`src/rtl/instr_prefetch_buffer_if.sv`:
```
// Bundle of fetch-side, decode-side and status signals of the prefetch buffer.
// Handshakes:
//   fetch side : a pair {in_pc, in_instr} is offered when in_valid = 1; the buffer
//                has no ready back to fetch. fetch_en grants PC advance and keeps
//                one slot free for the fetch already in flight.
//   decode side: the head entry transfers on a rising edge where
//                out_valid = 1 and out_ready = 1 (and no flush).
//                out_valid never drops without a transfer, except on flush or reset.
interface instr_prefetch_buffer_if #(
    parameter int PC_WIDTH = 8,
    parameter int DEPTH    = 4
);
    localparam int CW = $clog2(DEPTH) + 1;

    logic                in_valid;
    logic [PC_WIDTH-1:0] in_pc;
    logic [15:0]         in_instr;
    logic                fetch_en;
    logic                flush;
    logic                out_valid;
    logic                out_ready;
    logic [PC_WIDTH-1:0] out_pc;
    logic [15:0]         out_instr;
    logic [CW-1:0]       count;
    logic                overflow;
    logic                discard_state;  // 0 = IDLE, 1 = DROP

    // Driven by the fetch stage / decode stage environment.
    modport master (
        output in_valid, in_pc, in_instr, flush, out_ready,
        input  fetch_en, out_valid, out_pc, out_instr, count, overflow, discard_state
    );

    // The buffer itself.
    modport slave (
        input  in_valid, in_pc, in_instr, flush, out_ready,
        output fetch_en, out_valid, out_pc, out_instr, count, overflow, discard_state
    );
endinterface

```
`src/rtl/instr_prefetch_buffer.sv`:
```
// In-order prefetch FIFO of {pc, instr} pairs between fetch and decode.
// Show-ahead head, one slot reserved for the in-flight fetch, flush clears the
// queue and a one-cycle discard window drops the wrong-path fetch in flight.
module instr_prefetch_buffer #(
    parameter int PC_WIDTH = 8,
    parameter int DEPTH    = 4
) (
    input  logic                     clk,
    input  logic                     rst_n,
    instr_prefetch_buffer_if.slave   bus
);
    localparam int PW = $clog2(DEPTH);
    localparam int CW = PW + 1;

    typedef enum logic {
        IDLE = 1'b0,
        DROP = 1'b1
    } discard_t;

    discard_t            state_q;
    discard_t            state_d;
    logic [PC_WIDTH-1:0] pc_mem    [DEPTH];
    logic [15:0]         instr_mem [DEPTH];
    logic [PW-1:0]       rd_ptr;
    logic [PW-1:0]       wr_ptr;
    logic [CW-1:0]       count_q;
    logic                overflow_q;
    logic                full;
    logic                push_req;
    logic                push;
    logic                pop;

    assign full     = (count_q == CW'(DEPTH));
    assign push_req = bus.in_valid && !bus.flush && (state_q == IDLE);
    assign pop      = (count_q != '0) && bus.out_ready && !bus.flush;
    // A push into a full buffer is only legal when the head leaves the same cycle.
    assign push     = push_req && (!full || pop);

    assign bus.out_valid     = (count_q != '0);
    assign bus.out_pc        = pc_mem[rd_ptr];
    assign bus.out_instr     = instr_mem[rd_ptr];
    assign bus.count         = count_q;
    assign bus.overflow      = overflow_q;
    assign bus.fetch_en      = (count_q < CW'(DEPTH - 1)) && !bus.flush;
    assign bus.discard_state = state_q;

    // Discard state register.
    always_ff @(posedge clk or negedge rst_n) begin
        if (!rst_n) state_q <= IDLE;
        else        state_q <= state_d;
    end

    // Discard next state: flush opens a one-cycle drop window, repeated flush extends it.
    always_comb begin
        state_d = IDLE;
        unique case (state_q)
            IDLE:    state_d = bus.flush ? DROP : IDLE;
            DROP:    state_d = bus.flush ? DROP : IDLE;
            default: state_d = IDLE;
        endcase
    end

    // Entry storage; contents need no reset because out_valid gates them.
    always_ff @(posedge clk) begin
        if (push) begin
            pc_mem[wr_ptr]    <= bus.in_pc;
            instr_mem[wr_ptr] <= bus.in_instr;
        end
    end

    // Pointers and occupancy; flush empties the queue and overrides any push/pop.
    always_ff @(posedge clk or negedge rst_n) begin
        if (!rst_n) begin
            rd_ptr  <= '0;
            wr_ptr  <= '0;
            count_q <= '0;
        end else if (bus.flush) begin
            rd_ptr  <= '0;
            wr_ptr  <= '0;
            count_q <= '0;
        end else begin
            if (push) wr_ptr <= wr_ptr + PW'(1);
            if (pop)  rd_ptr <= rd_ptr + PW'(1);
            if (push && !pop)      count_q <= count_q + CW'(1);
            else if (pop && !push) count_q <= count_q - CW'(1);
        end
    end

    // Sticky overflow: set when an accepted-looking push finds the buffer full with no pop.
    always_ff @(posedge clk or negedge rst_n) begin
        if (!rst_n)                          overflow_q <= 1'b0;
        else if (push_req && full && !pop)   overflow_q <= 1'b1;
    end
endmodule

```
`src/flat_wrapper.sv`:
```
// flat-port wrapper written by rule: the top's interface ports become plain ports
module instr_prefetch_buffer_flat 
#(
    parameter int PC_WIDTH = 8,
    parameter int DEPTH    = 4
)
  (clk, rst_n, bus_in_valid, bus_in_pc, bus_in_instr, bus_flush, bus_out_ready, bus_fetch_en, bus_out_valid, bus_out_pc, bus_out_instr, bus_count, bus_overflow, bus_discard_state);
  instr_prefetch_buffer_if #(.PC_WIDTH(PC_WIDTH), .DEPTH(DEPTH)) bus_i ();
  input  logic clk;
  input  logic rst_n;
  input wire logic [$bits(bus_i.in_valid)-1:0] bus_in_valid;
  input wire logic [$bits(bus_i.in_pc)-1:0] bus_in_pc;
  input wire logic [$bits(bus_i.in_instr)-1:0] bus_in_instr;
  input wire logic [$bits(bus_i.flush)-1:0] bus_flush;
  input wire logic [$bits(bus_i.out_ready)-1:0] bus_out_ready;
  output wire logic [$bits(bus_i.fetch_en)-1:0] bus_fetch_en;
  output wire logic [$bits(bus_i.out_valid)-1:0] bus_out_valid;
  output wire logic [$bits(bus_i.out_pc)-1:0] bus_out_pc;
  output wire logic [$bits(bus_i.out_instr)-1:0] bus_out_instr;
  output wire logic [$bits(bus_i.count)-1:0] bus_count;
  output wire logic [$bits(bus_i.overflow)-1:0] bus_overflow;
  output wire logic [$bits(bus_i.discard_state)-1:0] bus_discard_state;
  assign bus_i.in_valid = bus_in_valid;
  assign bus_i.in_pc = bus_in_pc;
  assign bus_i.in_instr = bus_in_instr;
  assign bus_i.flush = bus_flush;
  assign bus_i.out_ready = bus_out_ready;
  assign bus_fetch_en = bus_i.fetch_en;
  assign bus_out_valid = bus_i.out_valid;
  assign bus_out_pc = bus_i.out_pc;
  assign bus_out_instr = bus_i.out_instr;
  assign bus_count = bus_i.count;
  assign bus_overflow = bus_i.overflow;
  assign bus_discard_state = bus_i.discard_state;
  instr_prefetch_buffer #(.PC_WIDTH(PC_WIDTH), .DEPTH(DEPTH)) u_core (.clk(clk), .rst_n(rst_n), .bus(bus_i));
endmodule
```
`config.mk`:
```
export PLATFORM = sky130hd
export DESIGN_NAME = instr_prefetch_buffer_flat
export DESIGN_NICKNAME = d
export VERILOG_FILES = /design/src/rtl/instr_prefetch_buffer_if.sv /design/src/rtl/instr_prefetch_buffer.sv /design/src/flat_wrapper.sv
export SDC_FILE = /design/constraint.sdc
export NUM_CORES = 1
export LEC_CHECK = 0
export ABC_AREA = 1
export CAP_MARGIN = 5
export CORE_MARGIN = 10
export CORE_UTILIZATION = 30
export CTS_BUF_LIST = sky130_fd_sc_hd__clkbuf_2 sky130_fd_sc_hd__clkbuf_4 sky130_fd_sc_hd__clkbuf_8
export DETAILED_ROUTE_END_ITERATION = 10
export DONT_BUFFER_PORTS = 1
export PLACE_DENSITY = 0.49
export SLEW_MARGIN = 20
export SYNTH_ARGS = -nofsm -noshare
export SYNTH_HDL_FRONTEND = slang
export SYNTH_SLANG_ARGS = --single-unit
```
`constraint.sdc`:
```
create_clock -name clk -period 6.5 [get_ports clk]
set_input_delay 0.975 -clock clk [delete_from_list [all_inputs] [get_ports clk]]
set_output_delay 0.975 -clock clk [all_outputs]
set_load 0.02 [all_outputs]
```
# Word-level counts from Yosys, hierarchy flattened
# Memories as Yosys holds them, arrays and structs flattened.
# Index checks and enable logic that the tools add are counted.
[totals] ram_bits=96 n_memories=2 elab_cells=43 ff_bits=9 out_inout_bits=31
[memory_table] name="u_core.instr_mem" words=4 word_bits=16 rd=1 rd_ports_with_merged_regs=0 write_ports=1 line="instr_prefetch_buffer.sv:23" source="logic [15:0] instr_mem [DEPTH];"
[memory_table] name="u_core.pc_mem" words=4 word_bits=8 rd=1 rd_ports_with_merged_regs=0 write_ports=1 line="instr_prefetch_buffer.sv:22" source="logic [PC_WIDTH-1:0] pc_mem [DEPTH];"
[op_classes] n_bitwise=1 eq_ne=1 muxes=10 n_addsub=4 n_reduce_logical=19 n_lt_le_gt_ge=1
[op_table] cell="$logic_and A1 B1 Y1" n=10
[op_table] cell="$mux W3" n=3
[op_table] cell="$mux W2" n=4
[op_table] cell="$reduce_bool A3 Y1" n=2
[op_table] cell="$add A2 B1 Y2 const B" n=2
[op_table] cell="$logic_not A1 Y1" n=4
[op_table] cell="$reduce_bool A2 Y1" n=2
[op_table] cell="$add A3 B1 Y3 const B" n=1
[op_table] cell="$eq A3 B3 Y1 const B" n=1
[op_table] cell="$lt A3 B2 Y1 const B" n=1
[op_table] cell="$mux W1" n=3
[op_table] cell="$sub A3 B1 Y3 const B" n=1
[op_table] cell="$logic_or A1 B1 Y1" n=1
[op_table] cell="$not A1 Y1" n=1

# Longest topological paths before layout
[depth] word_depth=10 mapped_depth=12

# Worst setup path before layout
# Ideal clock, no wire load.
[synth_timing] kind="input to register" startpoint="input port bus_flush" endpoint="memory u_core.instr_mem[0][0] (enable)" stages=3 setup_ps=405 n_path_buf=0 path_slack_ps=3621 arrival_ps=2474 cell_sequence="nor3_4 -> nand2_1 -> nor2_1"
[synth_via] elab_chain_cells=6 elab_cells_between_ends=8 classes_between="mux (2); reduce/logical (6)"
[synth_lines] item="from (decl)" line="flat_wrapper.sv:14" source="input wire logic [$bits(bus_i.flush)-1:0] bus_flush;"
[synth_lines] item="$logic_not A1 Y1 (*)" line="instr_prefetch_buffer.sv:34, instr_prefetch_buffer.sv:35"
[synth_lines] item="$logic_and A1 B1 Y1, on equally long branches" line="instr_prefetch_buffer.sv:34, instr_prefetch_buffer.sv:35"
[synth_lines] item="$logic_and A1 B1 Y1 / $logic_or A1 B1 Y1 (equally long branches)" line="instr_prefetch_buffer.sv:34, instr_prefetch_buffer.sv:37"
[synth_lines] item="$logic_and A1 B1 Y1 (*)" line="instr_prefetch_buffer.sv:37" source="assign push = push_req && (!full || pop);"
[synth_lines] item="$mux W1 (*)" line="instr_prefetch_buffer.sv:65" source="if (push) begin"
[synth_lines] item="$mux W1 (implied by the code) (*)" line="instr_prefetch_buffer.sv:67" source="instr_mem[wr_ptr] <= bus.in_instr;"
[synth_lines] item="to (decl)" line="instr_prefetch_buffer.sv:23"
# Mark *: on every way between the ends. The rest lies on a longest branch, timed or not.

# Worst setup path in the final report
[layout_timing] startpoint="register u_core.rd_ptr[0]" endpoint="output port bus_out_pc[4]"
[layout_via] elab_chain_cells=1
[layout_lines] item="from (decl)" line="instr_prefetch_buffer.sv:24" source="logic [PW-1:0] rd_ptr;"
[layout_lines] item="from (signal assigned)" line="instr_prefetch_buffer.sv:83" source="if (pop) rd_ptr <= rd_ptr + PW'(1);"
[layout_lines] item="$mem_v2 Z4 W8"
[layout_lines] item="to (decl)" line="flat_wrapper.sv:18" source="output wire logic [$bits(bus_i.out_pc)-1:0] bus_out_pc;"
# Every way passes these cells.

==> Flow_metrics.wiki <==
{| class="wikitable"
! Metric !! Value
|-
| Detail Route Antenna Nets || 0
|-
| Part of the total power dissipated in the clock network || 26.0%
|-
| Combined area of all synthesized cells || 4130 um2
|-
| Post-CTS setup-driven buffer insertion count || 0
|-
| Post-CTS Resized || 0
|-
| Maximum buffer depth of the clock tree || 2
|-
| GR Util All Layers || 9.55%
|-
| Min Clock Period, post-route || 3520 ps
|-
| Number of library cell types mapped by synthesis || 26
|-
| Total number of vias || 2,249
|-
| Proportion of total power due to net switching || 35.8%
|-
| Flip-flop cell with the highest count after synthesis || sky130_fd_sc_hd__edfxtp_1
|-
| Net total in the final layout || 335
|-
| Sequential-to-total area share from yosys stat || 75.3%
|-
| Routed length per instance || 18.4 um
|-
| Sink Count || 105
|-
| PortBufs || 0
|-
| Number of standard cells in the layout, taps in and fillers out || 482
|-
| Pin count of the biggest net entering global routing || 51
|-
| Fmax || 0.284 GHz
|-
| Max-cap check violation count || 0
|-
| Top cells by instance count after synthesis || 96 x sky130_fd_sc_hd__edfxtp_1, 52 x sky130_fd_sc_hd__nor2_1, 50 x sky130_fd_sc_hd__o21ai_0, 24 x sky130_fd_sc_hd__o22ai_1, 16 x sky130_fd_sc_hd__inv_1
|-
| Clk slew on worst S/H paths || 100 ps
|-
| Pwr per Cell Area || 374 nW/um2
|-
| First-pass GRT wire length || 13,400 um
|-
| DR pass1 iterations || 4
|-
| Final Hold Fails || 0
|-
| Flop pwr share || 49.5%
|-
| Result of the run || completed
|-
| Number of buffers added by the clock tree synthesis step || 9
|-
| Synthesized area per cell || 13.7 um2
|-
| Via density per instance || 4.67
|-
| Number of global-route vias before repair || 2,225
|-
| Worst-case headroom to the max-slew limit || 42.6%
|-
| Die area || 18,900 um2
|-
| Unrepaired setup endpoints after global routing || false
|-
| Final critical-path share of the clock period || 54.2%
|-
| # hold bufs at CTS || 0
|-
| Share of the synthesized area in the top cell type || 69.8%
|-
| Asr flop ratio synth || 8.57%
|-
| Antenna violations before repair || 0
|-
| Last weighted congestion value of the routability-driven placer || 0.696
|-
| Root buf cell || sky130_fd_sc_hd__clkbuf_8
|-
| Synth-to-Final Area Change || 10.4%
|-
| Endpoint arrival time on the critical path || 2540 ps
|-
| Core outline area || 13,300 um2
|-
| Setup_tns || 0 ps
|-
| Internal portion of total power || 1.09 mW
|-
| Startpoint class of the critical path || flop
|-
| Number of failing setup endpoints in the final timing report || 0
|-
| Worst Path Class, Setup || flop to primary output
|-
| Number of warning messages in the yosys log || 0
|-
| Drc violations || 0
|-
| Worst clock skew on the final layout || 7.75 ps
|-
| Synthesized instance count || 302
|-
| Most frequently used cell type in the post-synthesis netlist || sky130_fd_sc_hd__edfxtp_1
|-
| Least-Margin Pin Slew || 859 ps
|-
| H-tree depth || 3
|-
| FP Rows || 42
|-
| Horizontal extent of the die || 137 um
|-
| Post-Route WL || 8870 um
|-
| Crit path required time || 5520 ps
|-
| Layout cell share with drive strength beyond 1 || 11.1%
|-
| Leading cell types by total area after synthesis || sky130_fd_sc_hd__edfxtp_1 70%, sky130_fd_sc_hd__o21ai_0 6.1%, sky130_fd_sc_hd__dfrtp_1 5.5%
|-
| Worst Path Max Fanout || 50
|-
| Combinational Power Share || 24.5%
|-
| Die Y || 137 um
|-
| Dominant cell type by area after synthesis || sky130_fd_sc_hd__edfxtp_1
|-
| Class of the most critical hold timing path || primary input to asynchronous set/reset pin
|-
| Skew-Pair Late Insertion Delay || 360 ps
|-
| Static Leak || 1.50 nW
|-
| Number of placed instances, taps included || 466
|-
| IR drop worst, VDD || 119 uV
|-
| Detailed Route Iter0 Violations || 143
|-
| Net switching power || 0.611 mW
|-
| Number of fill cells in the layout || 1,313
|-
| Worst setup EP type || primary output
|-
| Overflow after GRT || 0
|-
| Count of pins on the block boundary || 60
|-
| Antenna Diode Count || 0
|-
| Half-perimeter wire length of the detailed placement result || 5410 um
|-
| CTS tree || yes
|-
| Synth Net Count || 336
|-
| EDFF count, synth || 96
|-
| Initial Utilization || 30.9%
|-
| Post-synthesis register bit count || 105
|-
| Max-slew violation total from the final report || 0
|}
cell usage in the layout (no fill, tap or decap):
cell and instances:
sky130_fd_sc_hd__a21oi_1 2, sky130_fd_sc_hd__a21oi_2 1, sky130_fd_sc_hd__a41o_2 1, sky130_fd_sc_hd__buf_4 2, sky130_fd_sc_hd__bufinv_16 2, sky130_fd_sc_hd__clkbuf_4 1, sky130_fd_sc_hd__clkbuf_8 9, sky130_fd_sc_hd__clkinv_1 1
sky130_fd_sc_hd__clkinv_2 1, sky130_fd_sc_hd__dfrtp_1 8, sky130_fd_sc_hd__dfrtp_2 1, sky130_fd_sc_hd__edfxtp_1 96, sky130_fd_sc_hd__fa_1 1, sky130_fd_sc_hd__ha_1 4, sky130_fd_sc_hd__inv_1 16, sky130_fd_sc_hd__inv_2 2
sky130_fd_sc_hd__inv_6 1, sky130_fd_sc_hd__inv_8 1, sky130_fd_sc_hd__nand2_1 11, sky130_fd_sc_hd__nand2_2 2, sky130_fd_sc_hd__nand2_4 1, sky130_fd_sc_hd__nand3_1 6, sky130_fd_sc_hd__nand3_4 2, sky130_fd_sc_hd__nand4_1 1
sky130_fd_sc_hd__nor2_1 48, sky130_fd_sc_hd__nor2_2 1, sky130_fd_sc_hd__nor2_4 5, sky130_fd_sc_hd__nor3_1 1, sky130_fd_sc_hd__nor3_4 1, sky130_fd_sc_hd__o211ai_1 2, sky130_fd_sc_hd__o21ai_0 50, sky130_fd_sc_hd__o22ai_1 24
sky130_fd_sc_hd__xnor2_1 1
power groups by stage:
stage / Clock (mW) / Sequential (mW) / Combinational (mW)
after floorplan: 0 / 0.821 / 0.371
after global placement: 0 / 0.862 / 0.422
after detailed placement: 0 / 0.864 / 0.428
after CTS: 0.456 / 0.848 / 0.430
after global routing: 0.482 / 0.854 / 0.463
final: 0.443 / 0.845 / 0.418
cell families after synthesis:
group                      count (synthesis)  synth area share (%)
DFF                                      105                  75.3
AOI/OAI and AO/OA                         80                  10.8
adders and majority gates                  5                  1.70
buffers and inverters                     32                  3.03
xor gates and xnor gates                   1                 0.212
and+or+nand+nor                           79                  8.97
area by class of cell:
type / instances / area (um2) / share of cell area, %
sequential: 105 / 3110 / 68.2
multi-input combinational: 165 / 925 / 20.3
timing repair buffer: 2 / 15.0 / 0.329
tap: 176 / 220 / 4.83
inverter: 18 / 67.6 / 1.48
clock inverter: 6 / 88.8 / 1.95
clock buffer: 10 / 131 / 2.88
per-layer routing:
layer	GRT usage, %	share of wire [%]	up-vias
met3	4.08	7.3	7
met5	0	0	-
met4	3.86	1.4	0
met1	10.8	42	1097
met2	15.7	49	48
li1	-	-	1097
per-stage QoR:
step | setup slack (ps) | power (mW) | util (%) | hold slack (ps) | cell area (um2)
2_1_floorplan | 3620 | 1.19 | - | 516 | 4130
5_1_grt | 2740 | 1.80 | 34.1 | 263 | 4560
3_3_place_gp | 3350 | 1.28 | 32.5 | 555 | 4340
6_report | 2980 | 1.71 | 34.1 | 293 | 4560
4_1_cts | 2910 | 1.73 | 34.1 | 274 | 4560
3_5_place_dp | 3330 | 1.29 | 32.5 | 566 | 4340
sequential cells by signal (all words and copies together) (netlist names):
register,flops
u_core.rd_ptr,2
u_core.bus.count,3
u_core.bus.overflow,1
u_core.pc_mem,32
u_core.bus.discard_state,1
u_core.wr_ptr,2
u_core.instr_mem,64
worst max-delay path, stage by stage (launching register included):
cell and delay, ps:
sky130_fd_sc_hd__dfrtp_2 710, sky130_fd_sc_hd__inv_1 370, sky130_fd_sc_hd__buf_4 430, sky130_fd_sc_hd__o21ai_0 130
sky130_fd_sc_hd__o22ai_1 500
final timing paths:
check                                         start                endpoint  slack (ps)  depth (start not counted)
max in group asynchronous                     rst_n        u_core.rd_ptr[0]        6130                          0
min                                           rst_n     u_core.bus.overflow         290                          0
min in group clk                   u_core.wr_ptr[1]        u_core.wr_ptr[1]         590                          2
max                                u_core.rd_ptr[0]           bus_out_pc[4]        2980                          4
max reg2reg                u_core.bus.discard_state  u_core.instr_mem[1][6]        4170                          3
min reg2reg                        u_core.wr_ptr[1]        u_core.wr_ptr[1]         590                          2
Power figures use the tool's default switching activity.
